<file path="config.mk">
export PLATFORM = sky130hd
export DESIGN_NAME = mem_port_arbiter_flat
export DESIGN_NICKNAME = d
export VERILOG_FILES = /design/src/rtl/mem_port_arbiter_if.sv /design/src/rtl/mem_port_arbiter.sv /design/src/flat_wrapper.sv
export SDC_FILE = /design/constraint.sdc
export NUM_CORES = 1
export LEC_CHECK = 0
export CAP_MARGIN = 20
export CELL_PAD_IN_SITES_DETAIL_PLACEMENT = 1
export CELL_PAD_IN_SITES_GLOBAL_PLACEMENT = 2
export CORE_MARGIN = 2
export CORE_UTILIZATION = 17
export CTS_BUF_LIST = sky130_fd_sc_hd__clkbuf_2
export DETAILED_ROUTE_END_ITERATION = 7
export PLACE_DENSITY_LB_ADDON = 0.1
export SLEW_MARGIN = 5
export SYNTH_ARGS = -nofsm -noshare
export SYNTH_HDL_FRONTEND = slang
export SYNTH_SLANG_ARGS = --single-unit
</file>
<file path="constraint.sdc">
create_clock -name clk_i -period 1.15 [get_ports clk_i]
set_input_delay 0.1725 -clock clk_i [delete_from_list [all_inputs] [get_ports clk_i]]
set_output_delay 0.1725 -clock clk_i [all_outputs]
set_load 0.01 [all_outputs]
</file>
<file path="src/rtl/mem_port_arbiter_if.sv">
// Core-side and RAM-side bus bundle for mem_port_arbiter.
// slave: the arbiter's view; master: the core plus RAM environment view.
interface mem_port_arbiter_if #(
  parameter int unsigned AW = 6
);
  logic          if_req_i;
  logic [31:0]   if_addr_i;
  logic          if_gnt_o;
  logic          if_rvalid_o;
  logic [31:0]   if_rdata_o;

  logic          d_req_i;
  logic          d_we_i;
  logic [3:0]    d_wmask_i;
  logic [31:0]   d_addr_i;
  logic [31:0]   d_wdata_i;
  logic          d_gnt_o;
  logic          d_rvalid_o;
  logic [31:0]   d_rdata_o;

  logic          mem_en_o;
  logic          mem_we_o;
  logic [3:0]    mem_wmask_o;
  logic [AW-1:0] mem_addr_o;
  logic [31:0]   mem_wdata_o;
  logic [31:0]   mem_rdata_i;

  modport slave (
    input  if_req_i, if_addr_i,
    input  d_req_i, d_we_i, d_wmask_i, d_addr_i, d_wdata_i,
    input  mem_rdata_i,
    output if_gnt_o, if_rvalid_o, if_rdata_o,
    output d_gnt_o, d_rvalid_o, d_rdata_o,
    output mem_en_o, mem_we_o, mem_wmask_o, mem_addr_o, mem_wdata_o
  );

  modport master (
    output if_req_i, if_addr_i,
    output d_req_i, d_we_i, d_wmask_i, d_addr_i, d_wdata_i,
    output mem_rdata_i,
    input  if_gnt_o, if_rvalid_o, if_rdata_o,
    input  d_gnt_o, d_rvalid_o, d_rdata_o,
    input  mem_en_o, mem_we_o, mem_wmask_o, mem_addr_o, mem_wdata_o
  );
endinterface

</file>
<file path="src/rtl/mem_port_arbiter.sv">
// Shares one single-port synchronous-read RAM between the fetch and data ports.
// Data has fixed priority; one grant per cycle; 1-cycle read latency with
// per-port read-data hold registers.
// Optional: define MEM_PORT_ARB_STARVE_GUARD_EN to force a fetch grant after
// STARVE_LIMIT consecutive denied fetch cycles.
module mem_port_arbiter #(
  parameter int unsigned AW           = 6,
  parameter int unsigned STARVE_LIMIT = 4
) (
  input  logic              clk_i,
  input  logic              rst_ni,
  mem_port_arbiter_if.slave bus
);

  localparam logic [1:0] ST_IDLE  = 2'd0;
  localparam logic [1:0] ST_RD_IF = 2'd1;
  localparam logic [1:0] ST_RD_D  = 2'd2;

  logic [1:0]    r_state;
  logic [1:0]    w_state_nxt;
  logic [31:0]   r_if_hold;
  logic [31:0]   r_d_hold;
  logic          w_if_gnt;
  logic          w_d_gnt;
  logic          w_force_if;
  logic          w_mem_en;
  logic          w_mem_we;
  logic [3:0]    w_mem_wmask;
  logic [AW-1:0] w_mem_addr;
  logic [31:0]   w_mem_wdata;

`ifdef MEM_PORT_ARB_STARVE_GUARD_EN
  localparam int unsigned CNT_W = (STARVE_LIMIT > 0) ? $clog2(STARVE_LIMIT + 1) : 1;

  logic [CNT_W-1:0] r_starve_cnt;

  assign w_force_if = (r_starve_cnt == CNT_W'(STARVE_LIMIT));

  // Count consecutive denied fetch cycles, saturating at the limit.
  always_ff @(posedge clk_i or negedge rst_ni) begin
    if (!rst_ni) begin
      r_starve_cnt <= '0;
    end else if (bus.if_req_i && !w_if_gnt) begin
      if (!w_force_if) r_starve_cnt <= r_starve_cnt + CNT_W'(1);
    end else begin
      r_starve_cnt <= '0;
    end
  end
`else
  logic [31:0] w_unused_limit;

  assign w_force_if     = 1'b0;
  assign w_unused_limit = 32'(STARVE_LIMIT);
`endif

  logic w_unused_addr;
  assign w_unused_addr = ^{bus.if_addr_i[31:AW+2], bus.if_addr_i[1:0],
                           bus.d_addr_i[31:AW+2], bus.d_addr_i[1:0]};

  // Fixed-priority grant (data first); everything reads 0 while in reset.
  always_comb begin
    w_d_gnt  = 1'b0;
    w_if_gnt = 1'b0;
    if (rst_ni) begin
      w_d_gnt  = bus.d_req_i & ~(w_force_if & bus.if_req_i);
      w_if_gnt = bus.if_req_i & ~w_d_gnt;
    end
  end

  // RAM-side drive from whichever port holds the grant.
  always_comb begin
    w_mem_en    = 1'b0;
    w_mem_we    = 1'b0;
    w_mem_wmask = '0;
    w_mem_addr  = '0;
    w_mem_wdata = '0;
    if (w_d_gnt) begin
      w_mem_en    = 1'b1;
      w_mem_we    = bus.d_we_i;
      w_mem_wmask = bus.d_wmask_i;
      w_mem_addr  = bus.d_addr_i[AW+1:2];
      w_mem_wdata = bus.d_wdata_i;
    end else if (w_if_gnt) begin
      w_mem_en    = 1'b1;
      w_mem_addr  = bus.if_addr_i[AW+1:2];
    end
  end

  // Next in-flight state: which port (if any) gets read data next cycle.
  always_comb begin
    w_state_nxt = ST_IDLE;
    if (w_if_gnt) begin
      w_state_nxt = ST_RD_IF;
    end else if (w_d_gnt && !bus.d_we_i) begin
      w_state_nxt = ST_RD_D;
    end
  end

  // In-flight state register.
  always_ff @(posedge clk_i or negedge rst_ni) begin
    if (!rst_ni) r_state <= ST_IDLE;
    else         r_state <= w_state_nxt;
  end

  // Hold registers keep the last returned word per port.
  always_ff @(posedge clk_i or negedge rst_ni) begin
    if (!rst_ni) begin
      r_if_hold <= '0;
      r_d_hold  <= '0;
    end else begin
      if (r_state == ST_RD_IF) r_if_hold <= bus.mem_rdata_i;
      if (r_state == ST_RD_D)  r_d_hold  <= bus.mem_rdata_i;
    end
  end

  assign bus.if_gnt_o    = w_if_gnt;
  assign bus.d_gnt_o     = w_d_gnt;
  assign bus.mem_en_o    = w_mem_en;
  assign bus.mem_we_o    = w_mem_we;
  assign bus.mem_wmask_o = w_mem_wmask;
  assign bus.mem_addr_o  = w_mem_addr;
  assign bus.mem_wdata_o = w_mem_wdata;

  assign bus.if_rvalid_o = (r_state == ST_RD_IF);
  assign bus.d_rvalid_o  = (r_state == ST_RD_D);
  assign bus.if_rdata_o  = (r_state == ST_RD_IF) ? bus.mem_rdata_i : r_if_hold;
  assign bus.d_rdata_o   = (r_state == ST_RD_D)  ? bus.mem_rdata_i : r_d_hold;

endmodule

</file>
<file path="src/flat_wrapper.sv">
// flat-port wrapper written by rule: the top's interface ports become plain ports
module mem_port_arbiter_flat 
#(
  parameter int unsigned AW           = 6,
  parameter int unsigned STARVE_LIMIT = 4
)
  (clk_i, rst_ni, bus_if_req_i, bus_if_addr_i, bus_d_req_i, bus_d_we_i, bus_d_wmask_i, bus_d_addr_i, bus_d_wdata_i, bus_mem_rdata_i, bus_if_gnt_o, bus_if_rvalid_o, bus_if_rdata_o, bus_d_gnt_o, bus_d_rvalid_o, bus_d_rdata_o, bus_mem_en_o, bus_mem_we_o, bus_mem_wmask_o, bus_mem_addr_o, bus_mem_wdata_o);
  mem_port_arbiter_if #(.AW(AW)) bus_i ();
  input  logic clk_i;
  input  logic rst_ni;
  input wire logic [$bits(bus_i.if_req_i)-1:0] bus_if_req_i;
  input wire logic [$bits(bus_i.if_addr_i)-1:0] bus_if_addr_i;
  input wire logic [$bits(bus_i.d_req_i)-1:0] bus_d_req_i;
  input wire logic [$bits(bus_i.d_we_i)-1:0] bus_d_we_i;
  input wire logic [$bits(bus_i.d_wmask_i)-1:0] bus_d_wmask_i;
  input wire logic [$bits(bus_i.d_addr_i)-1:0] bus_d_addr_i;
  input wire logic [$bits(bus_i.d_wdata_i)-1:0] bus_d_wdata_i;
  input wire logic [$bits(bus_i.mem_rdata_i)-1:0] bus_mem_rdata_i;
  output wire logic [$bits(bus_i.if_gnt_o)-1:0] bus_if_gnt_o;
  output wire logic [$bits(bus_i.if_rvalid_o)-1:0] bus_if_rvalid_o;
  output wire logic [$bits(bus_i.if_rdata_o)-1:0] bus_if_rdata_o;
  output wire logic [$bits(bus_i.d_gnt_o)-1:0] bus_d_gnt_o;
  output wire logic [$bits(bus_i.d_rvalid_o)-1:0] bus_d_rvalid_o;
  output wire logic [$bits(bus_i.d_rdata_o)-1:0] bus_d_rdata_o;
  output wire logic [$bits(bus_i.mem_en_o)-1:0] bus_mem_en_o;
  output wire logic [$bits(bus_i.mem_we_o)-1:0] bus_mem_we_o;
  output wire logic [$bits(bus_i.mem_wmask_o)-1:0] bus_mem_wmask_o;
  output wire logic [$bits(bus_i.mem_addr_o)-1:0] bus_mem_addr_o;
  output wire logic [$bits(bus_i.mem_wdata_o)-1:0] bus_mem_wdata_o;
  assign bus_i.if_req_i = bus_if_req_i;
  assign bus_i.if_addr_i = bus_if_addr_i;
  assign bus_i.d_req_i = bus_d_req_i;
  assign bus_i.d_we_i = bus_d_we_i;
  assign bus_i.d_wmask_i = bus_d_wmask_i;
  assign bus_i.d_addr_i = bus_d_addr_i;
  assign bus_i.d_wdata_i = bus_d_wdata_i;
  assign bus_i.mem_rdata_i = bus_mem_rdata_i;
  assign bus_if_gnt_o = bus_i.if_gnt_o;
  assign bus_if_rvalid_o = bus_i.if_rvalid_o;
  assign bus_if_rdata_o = bus_i.if_rdata_o;
  assign bus_d_gnt_o = bus_i.d_gnt_o;
  assign bus_d_rvalid_o = bus_i.d_rvalid_o;
  assign bus_d_rdata_o = bus_i.d_rdata_o;
  assign bus_mem_en_o = bus_i.mem_en_o;
  assign bus_mem_we_o = bus_i.mem_we_o;
  assign bus_mem_wmask_o = bus_i.mem_wmask_o;
  assign bus_mem_addr_o = bus_i.mem_addr_o;
  assign bus_mem_wdata_o = bus_i.mem_wdata_o;
  mem_port_arbiter #(.AW(AW), .STARVE_LIMIT(STARVE_LIMIT)) u_core (.clk_i(clk_i), .rst_ni(rst_ni), .bus(bus_i));
endmodule
</file>
==> results of run 1 <==
## logic make-up after synthesis
logic type             synth area share (%)
flip-flops                             53.6
AO/OA/AOI/OAI                         0.975
buffers and inverters                  4.31
multiplexers                           30.5
AND/OR/NAND/NOR                        10.6
## state kept, by name, indices dropped and copies added, names as in the netlist
register and flops:
u_core.r_if_hold 32, u_core.r_d_hold 32, u_core.r_state 2
## metrics by stage
stage	std cells	setup TNS [ns]	power (mW)	instance area (µm²)	hold WS [ns]
2_1_floorplan	213	-10.23	4.18	3090	-0.123
3_3_place_gp	641	-79.12	5.87	5460	0.433
3_5_place_dp	641	-82.86	5.89	5460	0.438
4_1_cts	684	-74.25	8.09	5900	0.122
5_1_grt	689	-77.51	8.47	5940	0.153
6_report	689	-64.94	7.94	5940	0.210
## final timing paths
path                       depth (start not counted)                         start                              to
min reg2reg                                        1  u_core.r_d_hold[4]$_DFF_PN0_    u_core.r_d_hold[4]$_DFF_PN0_
max in group asynchronous                          4                        rst_ni    u_core.r_d_hold[5]$_DFF_PN0_
max                                                5   u_core.r_state[1]$_DFF_PN0_              bus_if_rdata_o[17]
min in group asynchronous                          5                        rst_ni  u_core.r_if_hold[15]$_DFF_PN0_
max reg2reg                                        5   u_core.r_state[1]$_DFF_PN0_  u_core.r_if_hold[26]$_DFF_PN0_
min                                                4                   bus_d_req_i     u_core.r_state[0]$_DFF_PN0_
## worst max-delay path, cell delays in order (launching register included)
cell     delay (ns)
dfrtp_1        0.47
nor2b_4        0.17
buf_12         0.14
buf_12         0.14
mux2_4         0.32
buf_6          0.12
## Yosys cell counts, drive strengths merged
cell type,instances,area share (%)
and3,37,7.5
inv,2,0.24
nand3,6,0.98
buf,9,3.0
o21ai,6,0.98
nand2b,2,0.41
nor2,3,0.37
dfrtp,66,54
mux2,64,30
clkbuf,9,1.1
nand2,6,0.73
and2,1,0.20
nor2b,2,0.41
## cell type report
type | count | area, µm²
clock buffer | 9 | 45.0
fill | 1948 | 11900
clock inverter | 7 | 92.6
timing repair buffer | 247 | 2500
tap | 229 | 287
sequential | 66 | 1650
antenna | 2 | 5.00
inverter | 2 | 7.51
multi-input combinational | 127 | 1360
## power groups by stage
stage	Combinational, mW	Sequential [mW]	Clock (mW)
6_report	3.40	2.92	1.62
5_1_grt	3.64	2.97	1.87
4_1_cts	3.40	2.92	1.77
3_5_place_dp	2.93	2.97	0
3_3_place_gp	2.92	2.94	0
2_1_floorplan	1.27	2.91	0
## what timing repair did
action / 4_1_cts / 5_1_grt
pin swaps: 1 / 8
hold endpoints to repair: 66 / 66
hold buffers: 1 / 1
resized for setup: 585 / 36
cloned: 4 / 0
endpoints found under the setup margin: 176 / 138
setup buffers: 22 / 11
## routing by layer
| metal | up-vias | global-route usage (%) | wire [µm] |
|---|---|---|---|
| met3 | 15 | 7.53 | 1370 |
| met1 | 1290 | 13.2 | 4370 |
| met5 | - | 0 | 13 |
| li1 | 1223 | - | - |
| met4 | 2 | 3.76 | 164 |
| met2 | 131 | 20.5 | 5840 |
==> impl_metrics.tcl, run 1 <==
set metrics [dict create \
    status "complete, but fails checks" \
    grt_start_max_net_pins 49 \
    ys_seq_area_share_pct 53.6 \
    antenna_found_initial 2 \
    grt_usage_pct 12.4 \
    start_util_pct 17.3 \
    setup_viol 132 \
    pin_count 249 \
    worstPathMaxFanout 7 \
    fmax_mhz 486 \
    layout.nets 590 \
    core_area_um2 17800 \
    layout_common_cells "93 x buf_6, 75 x clkdlybuf4s50_1, 66 x dfrtp_1" \
    mostFrequentLayoutCell "buf_6" \
    row_count 49 \
    yosysWarnings 0 \
    switching_power_mw 2.26 \
    dieArea_um2 19200 \
    hold_path.class "input pin to register" \
    hold_violations 0 \
    power.share.clock_pct 20.4 \
    drt_iter0_markers 55 \
    place_ws_ns -0.794 \
    num_vias 2661 \
    syn-num-nets 350 \
    place_congestion 0.734 \
    switching_share_pct 28.5 \
    wl_um 11800 \
    critPathLaunchType "register" \
    avgSynthCellArea_um2 14.5 \
    clock_path_buffers 2 \
    post_drt_wl_per_cell_um 17.1 \
    syn-cell-area_um2 3080 \
    cts_sinks 66 \
    arrival_ns 1.88 \
    p_comb_share_pct 42.8 \
    max_slew_margin_pct 57.0 \
    htreeDepth 3 \
    synth_seq_cells 66 \
    path_class "register to primary output" \
    fp.dieH_um 139 \
    grt_overflow 0 \
    synth_cell_types 16 \
    drtPass1Iterations 4 \
    worst_pin_slew_ns 0.645 \
    p_leak_nw 3.03 \
    endpoint_kind "primary output" \
    fp.dieW_um 139 \
    violations "setup timing" \
    final.period_utilization_pct 179 \
    ff2ff_setup_slack_ns -0.27 \
    grt_pass1_vias 3038 \
    clk_pin_slew_ns 0.18 \
    route.detailed.drc 0 \
    grt_pass1_wl_um 18200 \
    syn_inst 213 \
    cap_violations 0 \
    clockRootBuffer "clkbuf_2" \
    drv_slew 0 \
    cts_inserted_buffers 9 \
    antenna_left 0 \
    vias_per_cell 3.86 \
    worstSkewPairLatency_ns 0.53 \
    skew_ns 0.0163 \
    drive_gt1_share_pct 54.8 \
    fin_crit_ns 2.06 \
    power.internal_mw 5.68 \
    hpwlAfterDp_um 8520 \
    area_growth_pct 92.9 \
    utilization_pct 33.3 \
    layout_setup_ws_ns -0.907 \
    ir_drop_uv 573 \
    place.port_buffers 196 \
    power_density_nw_per_um2 1340 \
    cts_tree "done" \
    power_frac_seq_pct 36.8 \
    rsz0062_at_grt "true" \
    cp.required_ns 0.98 \
]
Power figures use the tool's default switching activity.
==> inputs of run 2 (changes only) <==
--- a/config.mk
+++ b/config.mk
@@ -8,9 +8,8 @@
 export CAP_MARGIN = 20
-export CELL_PAD_IN_SITES_DETAIL_PLACEMENT = 1
-export CELL_PAD_IN_SITES_GLOBAL_PLACEMENT = 2
 export CORE_MARGIN = 2
-export CORE_UTILIZATION = 17
+export CORE_UTILIZATION = 31
 export CTS_BUF_LIST = sky130_fd_sc_hd__clkbuf_2
 export DETAILED_ROUTE_END_ITERATION = 7
-export PLACE_DENSITY_LB_ADDON = 0.1
+export PLACE_DENSITY = 0.8
+export SETUP_SLACK_MARGIN = 0.05
 export SLEW_MARGIN = 5
--- a/constraint.sdc
+++ b/constraint.sdc
@@ -3,2 +3,2 @@
 set_output_delay 0.1725 -clock clk_i [all_outputs]
-set_load 0.01 [all_outputs]
+set_load 0.02 [all_outputs]
==> impl_metrics.tcl, run 2 (synthesis gave the netlist of run 1 again) <==
set metrics [dict create \
    hold_path.class "input pin to asynchronous set/reset pin" \
    cts_tree "done" \
    placed_cells 543 \
    skew_ns 0.0350 \
    htreeDepth 3 \
    dieArea_um2 10700 \
    path_class "register to primary output" \
    wl_um 10500 \
    status "complete, but fails checks" \
    place_congestion 0.721 \
    fin_total_pwr_mw 8.64 \
    grt_pass1_wl_um 15600 \
    drtPass1Iterations 3 \
    p_leak_nw 3.18 \
    cp.required_ns 0.98 \
    fin_cells 588 \
    layout_common_cells "114 x buf_6, 65 x dfrtp_1, 64 x mux2_4" \
    cp_cell_sequence "nor2b_4 -> buf_6 -> clkbuf_16 -> mux2_4 -> buf_6" \
    grt_overflow 0 \
    holdWs_ns 0.0185 \
    route.detailed.drc 0 \
    reg_top3 "u_core.r_d_hold: 32 flops, u_core.r_if_hold: 32 flops, u_core.r_state: 2 flops" \
    fin_crit_ns 2.05 \
    num_vias 2674 \
    grt_usage_pct 18.1 \
    hold_violations 0 \
    drive_gt1_share_pct 60.0 \
    fp.dieW_um 104 \
    clock_path_buffers 2 \
    endpoint_kind "primary output" \
    antenna_found_initial 0 \
    row_count 36 \
    pin_count 249 \
    cp_common_cell "buf_6" \
    multi_input_area_um2 1470 \
    start_util_pct 31.6 \
    antenna_left 0 \
    core_area_um2 9730 \
    fillers 782 \
    seq_area_um2 1650 \
    arrival_ns 1.88 \
    drt_iter0_markers 49 \
    worstPathMaxFanout 4 \
    clockRootBuffer "clkbuf_2" \
    hpwlAfterDp_um 6800 \
    clk_pin_slew_ns 0.23 \
    place.port_buffers 196 \
    post_drt_wl_per_cell_um 17.9 \
    layout.nets 587 \
    max_slew_margin_pct 68.4 \
    worst_pin_slew_ns 0.474 \
    grt_start_max_net_pins 38 \
    worstSkewPairLatency_ns 0.49 \
    mostFrequentLayoutCell "buf_6" \
    setup_viol 127 \
    cap_violations 0 \
    fmax_mhz 487 \
    cts_inserted_buffers 9 \
    area_growth_pct 98.7 \
    drv_slew 0 \
    cpPeakStageDelay_ns 0.48 \
    grt_pass1_vias 2881 \
    fin_tns_setup_ns -62.38 \
    utilization_pct 62.9 \
    cts_sinks 66 \
    cp_slowest_cell "dfrtp_2" \
    ir_drop_uv 820 \
    rsz0062_at_grt "true" \
    power_density_nw_per_um2 1410 \
    critPathLaunchType "register" \
    layout_setup_ws_ns -0.904 \
    final.period_utilization_pct 179 \
    num_antenna_cells 0 \
    vias_per_cell 4.55 \
    violations "setup timing" \
    fp.dieH_um 104 \
]
==> run 2: cell count changes in the layout (fill, tap and decap cells not counted), moves of 17 or more <==
cell	previous run	this run
dlygate4sd2_1	1	18
and3_1	37	12
dlymetal6s2s_1	6	23
buf_2	45	12
buf_6	93	114
clkdlybuf4s50_1	75	41
and3_4	0	25
==> run 2: timing repair <==
item,CTS,global route
pin swaps,10,2
setup endpoints to repair,176,166
hold buffers,1,1
buffers inserted,10,13
cloned,5,3
endpoints found under the hold margin,66,29
gates resized for setup,565,195
==> run 2: worst max-delay path, delay by kind of cell, from the launching register on <==
family / cells / cell delay [ns]
DFF: 1 / 0.48
buffers and inverters: 3 / 0.43
and+or+nand+nor: 1 / 0.19
muxes: 1 / 0.31
==> run 2: layout make-up <==
cell class | count | share of cell area [%]
sequential | 66 | 27.0
tap | 133 | 2.72
clock buffer | 9 | 0.736
inverter | 2 | 0.123
clock inverter | 7 | 2.07
multi-input combinational | 127 | 24.1
timing repair buffer | 244 | 43.2
==> run 2: metal layers <==
metal	vias up	wire length [µm]	global-route usage [%]
li1	1219	-	-
met1	1327	3950	20.9
met2	114	5830	32.8
met3	14	559	5.03
met4	0	191	5.41
met5	-	0	0
==> run 2: final timing paths <==
| check | from | to | slack [ns] | cells past startpoint |
|---|---|---|---|---|
| worst min register to register | u_core.r_if_hold[28]$_DFF_PN0_ | u_core.r_if_hold[28]$_DFF_PN0_ | 0.52 | 1 |
| worst max-delay path | u_core.r_state[1]$_DFF_PN0_ | bus_if_rdata_o[14] | -0.90 | 5 |
| min in group clk_i | bus_d_we_i | u_core.r_state[1]$_DFF_PN0_ | 0.12 | 3 |
| worst max register to register | u_core.r_state[1]$_DFF_PN0_ | u_core.r_d_hold[20]$_DFF_PN0_ | -0.33 | 6 |
| max in group asynchronous | rst_ni | u_core.r_if_hold[15]$_DFF_PN0_ | 0.45 | 4 |
| worst min-delay path | rst_ni | u_core.r_if_hold[10]$_DFF_PN0_ | 0.02 | 4 |
==> run 2: per-stage QoR <==
stage          instance area (µm²)  setup WS (ns)
2_1_floorplan                 3120         -0.142
3_3_place_gp                  5310         -0.726
3_5_place_dp                  5310         -0.775
4_1_cts                       5390          -1.03
5_1_grt                       6120          -1.04
6_report                      6120         -0.904
==> run 2: power breakdown <==
part	switching, mW	total [mW]	leakage [nW]	internal [mW]
Sequential	0.153	2.93	0.778	2.78
Combinational	1.65	3.83	2.31	2.18
Clock	0.913	1.87	0.0942	0.959
Total	2.72	8.64	3.18	5.92
